### src/rtl/acct_pkg.sv
// acct_pkg: shared types and constants for the phone-card call sequencer.
// Holds the FSM state enum, dialled-category codes, per-minute rates,
// the low-balance warning thresholds (two minutes' worth of charge) and a
// saturating 2-digit BCD increment used by the minute display.
package acct_pkg;

  typedef enum logic [2:0] {
    ST_IDLE   = 3'd0,
    ST_READ   = 3'd1,
    ST_READY  = 3'd2,
    ST_CHARGE = 3'd3,
    ST_TALK   = 3'd4,
    ST_CUT    = 3'd5,
    ST_WRITE  = 3'd6,
    ST_DONE   = 3'd7
  } state_t;

  localparam logic [1:0] CAT_NONE    = 2'b00;
  localparam logic [1:0] CAT_LOCAL   = 2'b01;
  localparam logic [1:0] CAT_LONG    = 2'b10;
  localparam logic [1:0] CAT_INVALID = 2'b11;

  // BCD, units of 0.1 yuan
  localparam logic [11:0] RATE_LOCAL = 12'h003;
  localparam logic [11:0] RATE_LONG  = 12'h010;
  localparam logic [11:0] WARN_LOCAL = 12'h006;
  localparam logic [11:0] WARN_LONG  = 12'h020;

  // Two-digit BCD increment that sticks at 99.
  function automatic logic [7:0] bcd_inc_sat(input logic [7:0] v);
    logic [7:0] r;
    if (v == 8'h99)
      r = v;
    else if (v[3:0] == 4'h9)
      r = {v[7:4] + 4'h1, 4'h0};
    else
      r = {v[7:4], v[3:0] + 4'h1};
    return r;
  endfunction

endpackage

### src/rtl/call_min_timer.sv
// call_min_timer: billed-minute tick counter.
// Counts 0..TICKS-1 while enable is high and raises tc for the single cycle
// in which the count sits at TICKS-1. clear has priority and returns the
// count to 0.
// Ports: clk_1kHz, clrn (async active-low), clear, enable -> tc.
module call_min_timer #(
  parameter int unsigned TICKS = 60000
) (
  input  logic clk_1kHz,
  input  logic clrn,
  input  logic clear,
  input  logic enable,
  output logic tc
);

  localparam int W = (TICKS > 1) ? $clog2(TICKS) : 1;
  localparam logic [W-1:0] LAST = W'(TICKS - 1);

  logic [W-1:0] cnt;

  always_ff @(posedge clk_1kHz or negedge clrn) begin
    if (!clrn)
      cnt <= '0;
    else if (clear)
      cnt <= '0;
    else if (enable)
      cnt <= (cnt == LAST) ? '0 : cnt + 1'b1;
  end

  assign tc = enable && (cnt == LAST);

endmodule

### src/rtl/call_seq.sv
// call_seq: phone-card call sequencer.
// Reads the card, waits for a valid dialled category, charges one minute at
// connect and then one per TICKS_PER_MIN cycles of talk, warns when less
// than two minutes of balance remain, cuts the line when the balance cannot
// cover a minute, and writes the card back when the call ends.
// Ports: clk_1kHz, clrn (async active-low); card, on, category, bal,
// charge_ack in; charge_req/charge_amt deduction handshake, read/write/
// time_clr strobes, talk_min (BCD), warn, cut, speaker, state out.
//
// state     | meaning
// ST_IDLE   | no card
// ST_READ   | one-cycle card read, clears the call-time display
// ST_READY  | card read, waiting for a connected valid call
// ST_CHARGE | requesting one minute's deduction
// ST_TALK   | call in progress, timing the billed minute
// ST_CUT    | balance exhausted, line cut until hang-up/card removal
// ST_WRITE  | one-cycle card write-back
// ST_DONE   | waiting for card removal
module call_seq
  import acct_pkg::*;
#(
  parameter int unsigned TICKS_PER_MIN = 60000
) (
  input  logic        clk_1kHz,
  input  logic        clrn,
  input  logic        card,
  input  logic        on,
  input  logic [1:0]  category,
  input  logic [11:0] bal,
  input  logic        charge_ack,
  output logic        charge_req,
  output logic [11:0] charge_amt,
  output logic        read,
  output logic        write,
  output logic        time_clr,
  output logic [7:0]  talk_min,
  output logic        warn,
  output logic        cut,
  output logic        speaker,
  output logic [2:0]  state
);

  state_t      st, st_nxt;
  logic [11:0] rate;
  logic        is_long;
  logic [7:0]  min_cnt;
  logic [1:0]  tone_div;
  logic        tc;
  logic        drop;
  logic        short_bal;
  logic        ack_take;

  assign drop = !on || !card;
  // Valid BCD orders the same as plain binary, so an unsigned compare is the
  // numeric compare.
  assign short_bal = bal < rate;

  call_min_timer #(.TICKS(TICKS_PER_MIN)) u_min_timer (
    .clk_1kHz (clk_1kHz),
    .clrn     (clrn),
    .clear    (st != ST_TALK),
    .enable   (st == ST_TALK),
    .tc       (tc)
  );

  always_ff @(posedge clk_1kHz or negedge clrn) begin
    if (!clrn) begin
      st       <= ST_IDLE;
      rate     <= 12'h000;
      is_long  <= 1'b0;
      min_cnt  <= 8'h00;
      tone_div <= 2'd0;
    end else begin
      st       <= st_nxt;
      tone_div <= tone_div + 2'd1;
      if (st == ST_READY && st_nxt == ST_CHARGE) begin
        is_long <= (category == CAT_LONG);
        rate    <= (category == CAT_LONG) ? RATE_LONG : RATE_LOCAL;
      end
      if (st == ST_READ)
        min_cnt <= 8'h00;
      else if (ack_take)
        min_cnt <= bcd_inc_sat(min_cnt);
    end
  end

  always_comb begin
    st_nxt     = st;
    read       = 1'b0;
    write      = 1'b0;
    time_clr   = 1'b0;
    charge_req = 1'b0;
    cut        = 1'b0;
    ack_take   = 1'b0;
    case (st)
      ST_IDLE:   if (card) st_nxt = ST_READ;
      ST_READ: begin
        read     = 1'b1;
        time_clr = 1'b1;
        st_nxt   = ST_READY;
      end
      ST_READY: begin
        if (!card)
          st_nxt = ST_IDLE;
        else if (on && (category == CAT_LOCAL || category == CAT_LONG))
          st_nxt = ST_CHARGE;
      end
      ST_CHARGE: begin
        // Hang-up beats everything; the request vanishes in the same cycle so
        // an ack arriving with or after the drop is never honoured.
        if (drop)
          st_nxt = ST_WRITE;
        else if (short_bal)
          st_nxt = ST_CUT;
        else begin
          charge_req = 1'b1;
          if (charge_ack) begin
            ack_take = 1'b1;
            st_nxt   = ST_TALK;
          end
        end
      end
      ST_TALK: begin
        if (drop)
          st_nxt = ST_WRITE;
        else if (tc)
          st_nxt = ST_CHARGE;
      end
      ST_CUT: begin
        cut = 1'b1;
        if (drop) st_nxt = ST_WRITE;
      end
      ST_WRITE: begin
        write  = 1'b1;
        st_nxt = ST_DONE;
      end
      ST_DONE:   if (!card) st_nxt = ST_IDLE;
      default:   st_nxt = ST_IDLE;
    endcase
  end

  assign charge_amt = charge_req ? rate : 12'h000;
  assign talk_min   = min_cnt;
  assign warn       = (st == ST_TALK || st == ST_CHARGE) &&
                      (bal < (is_long ? WARN_LONG : WARN_LOCAL));
  // tone_div[1] toggles every two clocks: 250 Hz from the 1 kHz clock.
  assign speaker    = warn & tone_div[1];
  assign state      = st;

endmodule

### config.mk
export PLATFORM = sky130hd
export DESIGN_NAME = call_seq
export DESIGN_NICKNAME = d
export VERILOG_FILES = /design/src/rtl/acct_pkg.sv /design/src/rtl/call_min_timer.sv /design/src/rtl/call_seq.sv
export SDC_FILE = /design/constraint.sdc
export NUM_CORES = 1
export LEC_CHECK = 0
export ABC_AREA = 1
export CORE_MARGIN = 10
export CORE_UTILIZATION = 54
export CTS_CLUSTER_SIZE = 8
export DETAILED_ROUTE_END_ITERATION = 6
export PLACE_DENSITY = 0.86
export RECOVER_POWER = 100
export SLEW_MARGIN = 20
export SYNTH_ARGS = -nofsm -noshare
export SYNTH_HDL_FRONTEND = slang
export SYNTH_SLANG_ARGS = --single-unit
### constraint.sdc
create_clock -name clk_1kHz -period 3.1 [get_ports clk_1kHz]
set_input_delay 0.465 -clock clk_1kHz [delete_from_list [all_inputs] [get_ports clk_1kHz]]
set_output_delay 0.465 -clock clk_1kHz [all_outputs]
set_load 0.02 [all_outputs]
# Yosys cells after proc, flatten, opt, wreduce, memory -nomap -nowiden
# Cells that the tools add are included.
# totals
input_bits,19
output_inout_bits,30
regBits,42
wordCells,75
# classes
reduce_logical,15
addsub,4
bitwise_logic,1
order_cmp,2
n_mux,31
eq_ne,15
# ops
op,n
2-to-1 mux 16 bit,3
2-to-1 mux 8 bit,4
2-to-1 mux 3 bit,10
case mux 3 bit (8 select lines),1
"adder 16 x 1 -> 16 bit, second input constant",1
"== test 16 bit, second input constant",1
"== test 3 bit, second input constant",4
< comparator 12 bit,1
< comparator 12 x 6 -> 1 bit,1
2-to-1 mux 12 bit,1
2-to-1 mux 1 bit,10
"== test 3 x 2 -> 1 bit, second input constant",3
"adder 4 x 1 -> 4 bit, second input constant",2
"== test 8 bit, second input constant",1
2-to-1 mux 6 bit,1
nonzero test 2 bit,3
2-to-1 mux 5 bit,1
"== test 4 bit, second input constant",1
logical AND 1 bit,4
"== test 3 x 1 -> 1 bit, second input constant",1
logical NOT 3 bit,1
logical OR 1 bit,3
"inequality test 3 bit, second input constant",1
AND reduction 3 bit,1
7 further kinds,8

# Longest topological paths before layout
# logic_depth
depth_word,8
mapped_depth,11
mapped_depth_nobuf,11

# By module
# From an unflattened synthesis, not the netlist that was laid out.
# hier_totals
hier_cells,317
area_unflattened_um2,2288.4
# modules_own_cells
module,cells_each,area_per_inst_um2,n_inst
call_seq,163,1211.2,1
call_min_timer,154,1077.3,1

# Least setup slack after synthesis
# No wires, ideal clock.
# synth_timing
kind,input to output
from,input port bal[1]
to,output port charge_amt[1]
path_stages,8
arrival_time_ps,1624
setup_slack_ps,1011
path_cell_list,ha_1 > nand2_1 > nand2_1 > nand2_1 > nand2_1 > nand3_1 > nor2_1 > buf_4
# synth_between
elab_chain_cells,5
# synth_lines
element,line,text
"start, declared",call_seq.sv:29,"input logic [11:0] bal,"
< comparator 12 bit,call_seq.sv:56,assign short_bal = bal < rate;
2-to-1 mux 1 bit,call_seq.sv:113,else if (short_bal)
2-to-1 mux 1 bit,call_seq.sv:111,if (drop)
2-to-1 mux 1 bit,call_seq.sv:95,case (st)
2-to-1 mux 12 bit,call_seq.sv:142,assign charge_amt = charge_req ? rate : 12'h000;
"end, declared",call_seq.sv:32,"output logic [11:0] charge_amt,"
# Every way passes these cells.

# Worst setup path in the final report
# layout_timing
from,input port bal[4]
to,output port charge_amt[0]
# The elaborated chain is that of the path after synthesis.

==> impl_metrics.py <==
metrics = {
    "setup_path": {
        "crit_arrival_ps": 2440,
        "crit_end": "charge_amt[0]",
        "cp.required_ps": 2630,
        "startpoint_type": "input pin",
        "endpoint_kind": "primary output",
        "crit_fanout": 5,
        "r2r_cells": 11,
        "rr_startpoint": "rate[1]",
        "reg2reg_to": "talk_min[6]",
        "r2r_slack_ps": 1200,
        "startpoint": "bal[4]",
        "crit_type": "in2out",
    },
    "die": {
        "start_util_pct": 55.8,
        "chipHeight_um": 81.5,
        "rows": 22,
        "die_area_mm2": 0.00664,
        "pin_count": 49,
        "core-area_mm2": 0.00366,
        "die_w_um": 81.5,
    },
    "timing": {
        "rsz0062_at_grt": "false",
        "setup_viol": 0,
        "finalCriticalPeriod_ps": 2900,
        "fmax_mhz": 345,
        "worst_pin_slew_ps": 1630,
        "worst_slack_ps": 198,
        "relSlewSlack_pct": -8.60,
        "fin_worst_skew_ps": 6.74,
        "drv_slew": 32,
        "tns_ps": 0,
        "finalHoldWorstSlack_ps": 433,
        "finalHoldViolations": 0,
        "period_share_pct": 93.6,
    },
    "worst_hold_path": {
        "hold_path_class": "reg2reg",
    },
    "cts": {
        "cts_root_buf": "clkbuf_8",
        "cts.sinks": 31,
        "cts_tree": "yes",
        "numCtsBuffers": 5,
        "worstSkewPairLatency_ps": 280,
        "cts_max_level": 2,
        "ctsResizeCount": 0,
        "clk_pin_slew_ps": 60,
        "cts_hold_buffers": 0,
        "cts_setup_buffers": 0,
        "clockBufferDepth": 2,
    },
    "global_routing": {
        "grt_first_pass_wirelength_mm": 7.46,
        "antenna_found_initial": 0,
        "grt.overflow.total": 0,
        "grt_max_degree": 32,
        "grt_pass1_vias": 1696,
        "grtUsageTotal_pct": 14.0,
    },
    "synthesis": {
        "synth_top_family_by_area": "simple AND/OR/NAND/NOR gates",
        "ys_seq_elements": 31,
        "synthXorXnorAreaFrac_pct": 3.86,
        "synth.largest_area_cell": "dfrtp_1",
        "synth-simple-area-share_pct": 34.1,
        "synth_compound_area_share_pct": 4.90,
        "synth_area_leaders": "dfrtp_1, nand2_1, nor2_1",
        "yosys.cell_types.count": 26,
        "syn_area_mm2": 0.00204,
        "avgSynthCellArea_um2": 7.19,
        "yosysWarnings": 0,
        "synth.top_cell.area_share_pct": 38.0,
        "syn-instance-count": 284,
        "synthMuxAreaShare_pct": 0,
        "synth-seq-area-share_pct": 38.0,
        "synthAdderAreaFrac_pct": 6.13,
    },
    "finish": {
        "fin_area_mm2": 0.00251,
        "num-nets-final": 355,
        "final_layout_size_suffix_gt1_share_pct": 3.06,
        "antenna_cells": 0,
        "area_growth_pct": 22.8,
    },
    "placed_design": {
        "gp_congestion": 0.848,
        "port_buffers": 39,
        "dp_hpwl_mm": 3.62,
        "pre_cts_ws_ps": 294,
        "dpl_cell_area_mm2": 0.00243,
    },
    "detailed_routing": {
        "wire_per_inst_um": 12.4,
        "vias": 1882,
        "drc": 0,
        "ant_nets": 0,
        "routed_wirelength_mm": 4.65,
        "drt-initial-drc-count": 112,
        "viasPerCell": 5.02,
        "drt_first_pass_iters": 4,
    },
    "power_and_ir_drop": {
        "p_per_area_mw_per_mm2": 580,
        "leakagePower_nw": 1.26,
        "vdd_ir_drop_max_mv": 0.325,
    },
    "run_status": {
        "violations": "max-capacitance violations, max-slew violations",
        "status": "finished, violations left",
    },
    "run": {
        "max_cap_viol_count": 1,
    },
}
synthesized netlist by cell type:
library cell	count
nor2_1	46
inv_1	43
clkbuf_1	1
buf_4	11
buf_6	1
inv_2	1
nand3_1	21
and3_2	1
nor2_2	1
nor3_1	14
xor2_1	9
nor3_4	1
conb_1	1
nand3b_1	3
a211oi_1	1
a21oi_1	6
and3_1	1
nor3b_1	2
ha_1	10
dfrtp_1	31
nand4_1	5
nand2_1	58
nand2_2	1
a21boi_0	1
nor4_1	3
o21ai_0	11
power breakdown:
group	total, mW	leakage (nW)	internal (mW)	switching (mW)
Clock	0.301	0.0422	0.157	0.144
Combinational	0.603	0.801	0.229	0.375
Sequential	0.549	0.414	0.469	0.0800
registers in the layout, summed over array words and instances, names as in the netlist:
name / flops
is_long: 1
rate: 1
state: 3
talk_min: 8
tone_div: 2
u_min_timer.cnt: 16
per-stage QoR:
step	util, %	std cells	power, mW
5_1_grt	68.5	375	1.56
3_3_place_gp	66.4	367	1.17
6_report	68.5	375	1.45
3_5_place_dp	66.4	367	1.19
4_1_cts	68.7	375	1.49
2_1_floorplan	-	292	0.957
kinds of logic (layout without fill, tap and decap cells):
kind of cell,count (synthesis),count (layout)
and+or+nand+nor,157,157
other,1,9
adders and majority gates,10,10
AOI/OAI and AO/OA,19,19
xor gates and xnor gates,9,9
DFF,31,31
buffers and inverters,57,92
area by class of cell:
cell class	instances	area, um^2
clock buffer	7	76.3
clock inverter	1	5.00
fill	325	1150
inverter	44	165
multi-input combinational	204	1030
sequential	31	776
tap	48	60.1
timing repair buffer	40	394
worst min-delay path by stage:
stage,start,to,slack [ps],cells after the start
after floorplan,clrn,is_long,170,0
after global placement,tone_div[0],tone_div[0],420,1
after detailed placement,tone_div[0],tone_div[0],430,1
after CTS,tone_div[0],tone_div[0],440,1
after global routing,tone_div[0],tone_div[0],460,1
final,tone_div[0],tone_div[0],430,1
layout by cell type, fill, tap and decap left out, drive strengths merged:
master	count
ha	10
dfrtp	31
a21boi	1
dlygate4sd3	24
xor2	9
a211oi	1
a21oi	6
clkbuf	8
conb	9
nor3	15
nand4	5
o21ai	11
and3	2
clkinv	1
nor2	47
nor4	3
nand2	59
nand3	21
inv	44
clkdlybuf4s50	15
nand3b	3
nor3b	2
critical path: stages:
cell	delay, ps
dlygate4sd3_1	560
ha_1	200
nor2_1	100
nand2_1	50
nor2_1	90
nand2_1	120
nand3_1	130
nor2_1	60
dlygate4sd3_1	650
per-layer routing:
metal,track usage (%),vias to the layer above,part of all wire [%]
met1,17.6,850,47
met2,21.7,58,44
met5,0,-,0
met4,6.40,0,1.5
met3,4.04,7,7.7
li1,-,967,-
(Power assumes the default switching activity.)
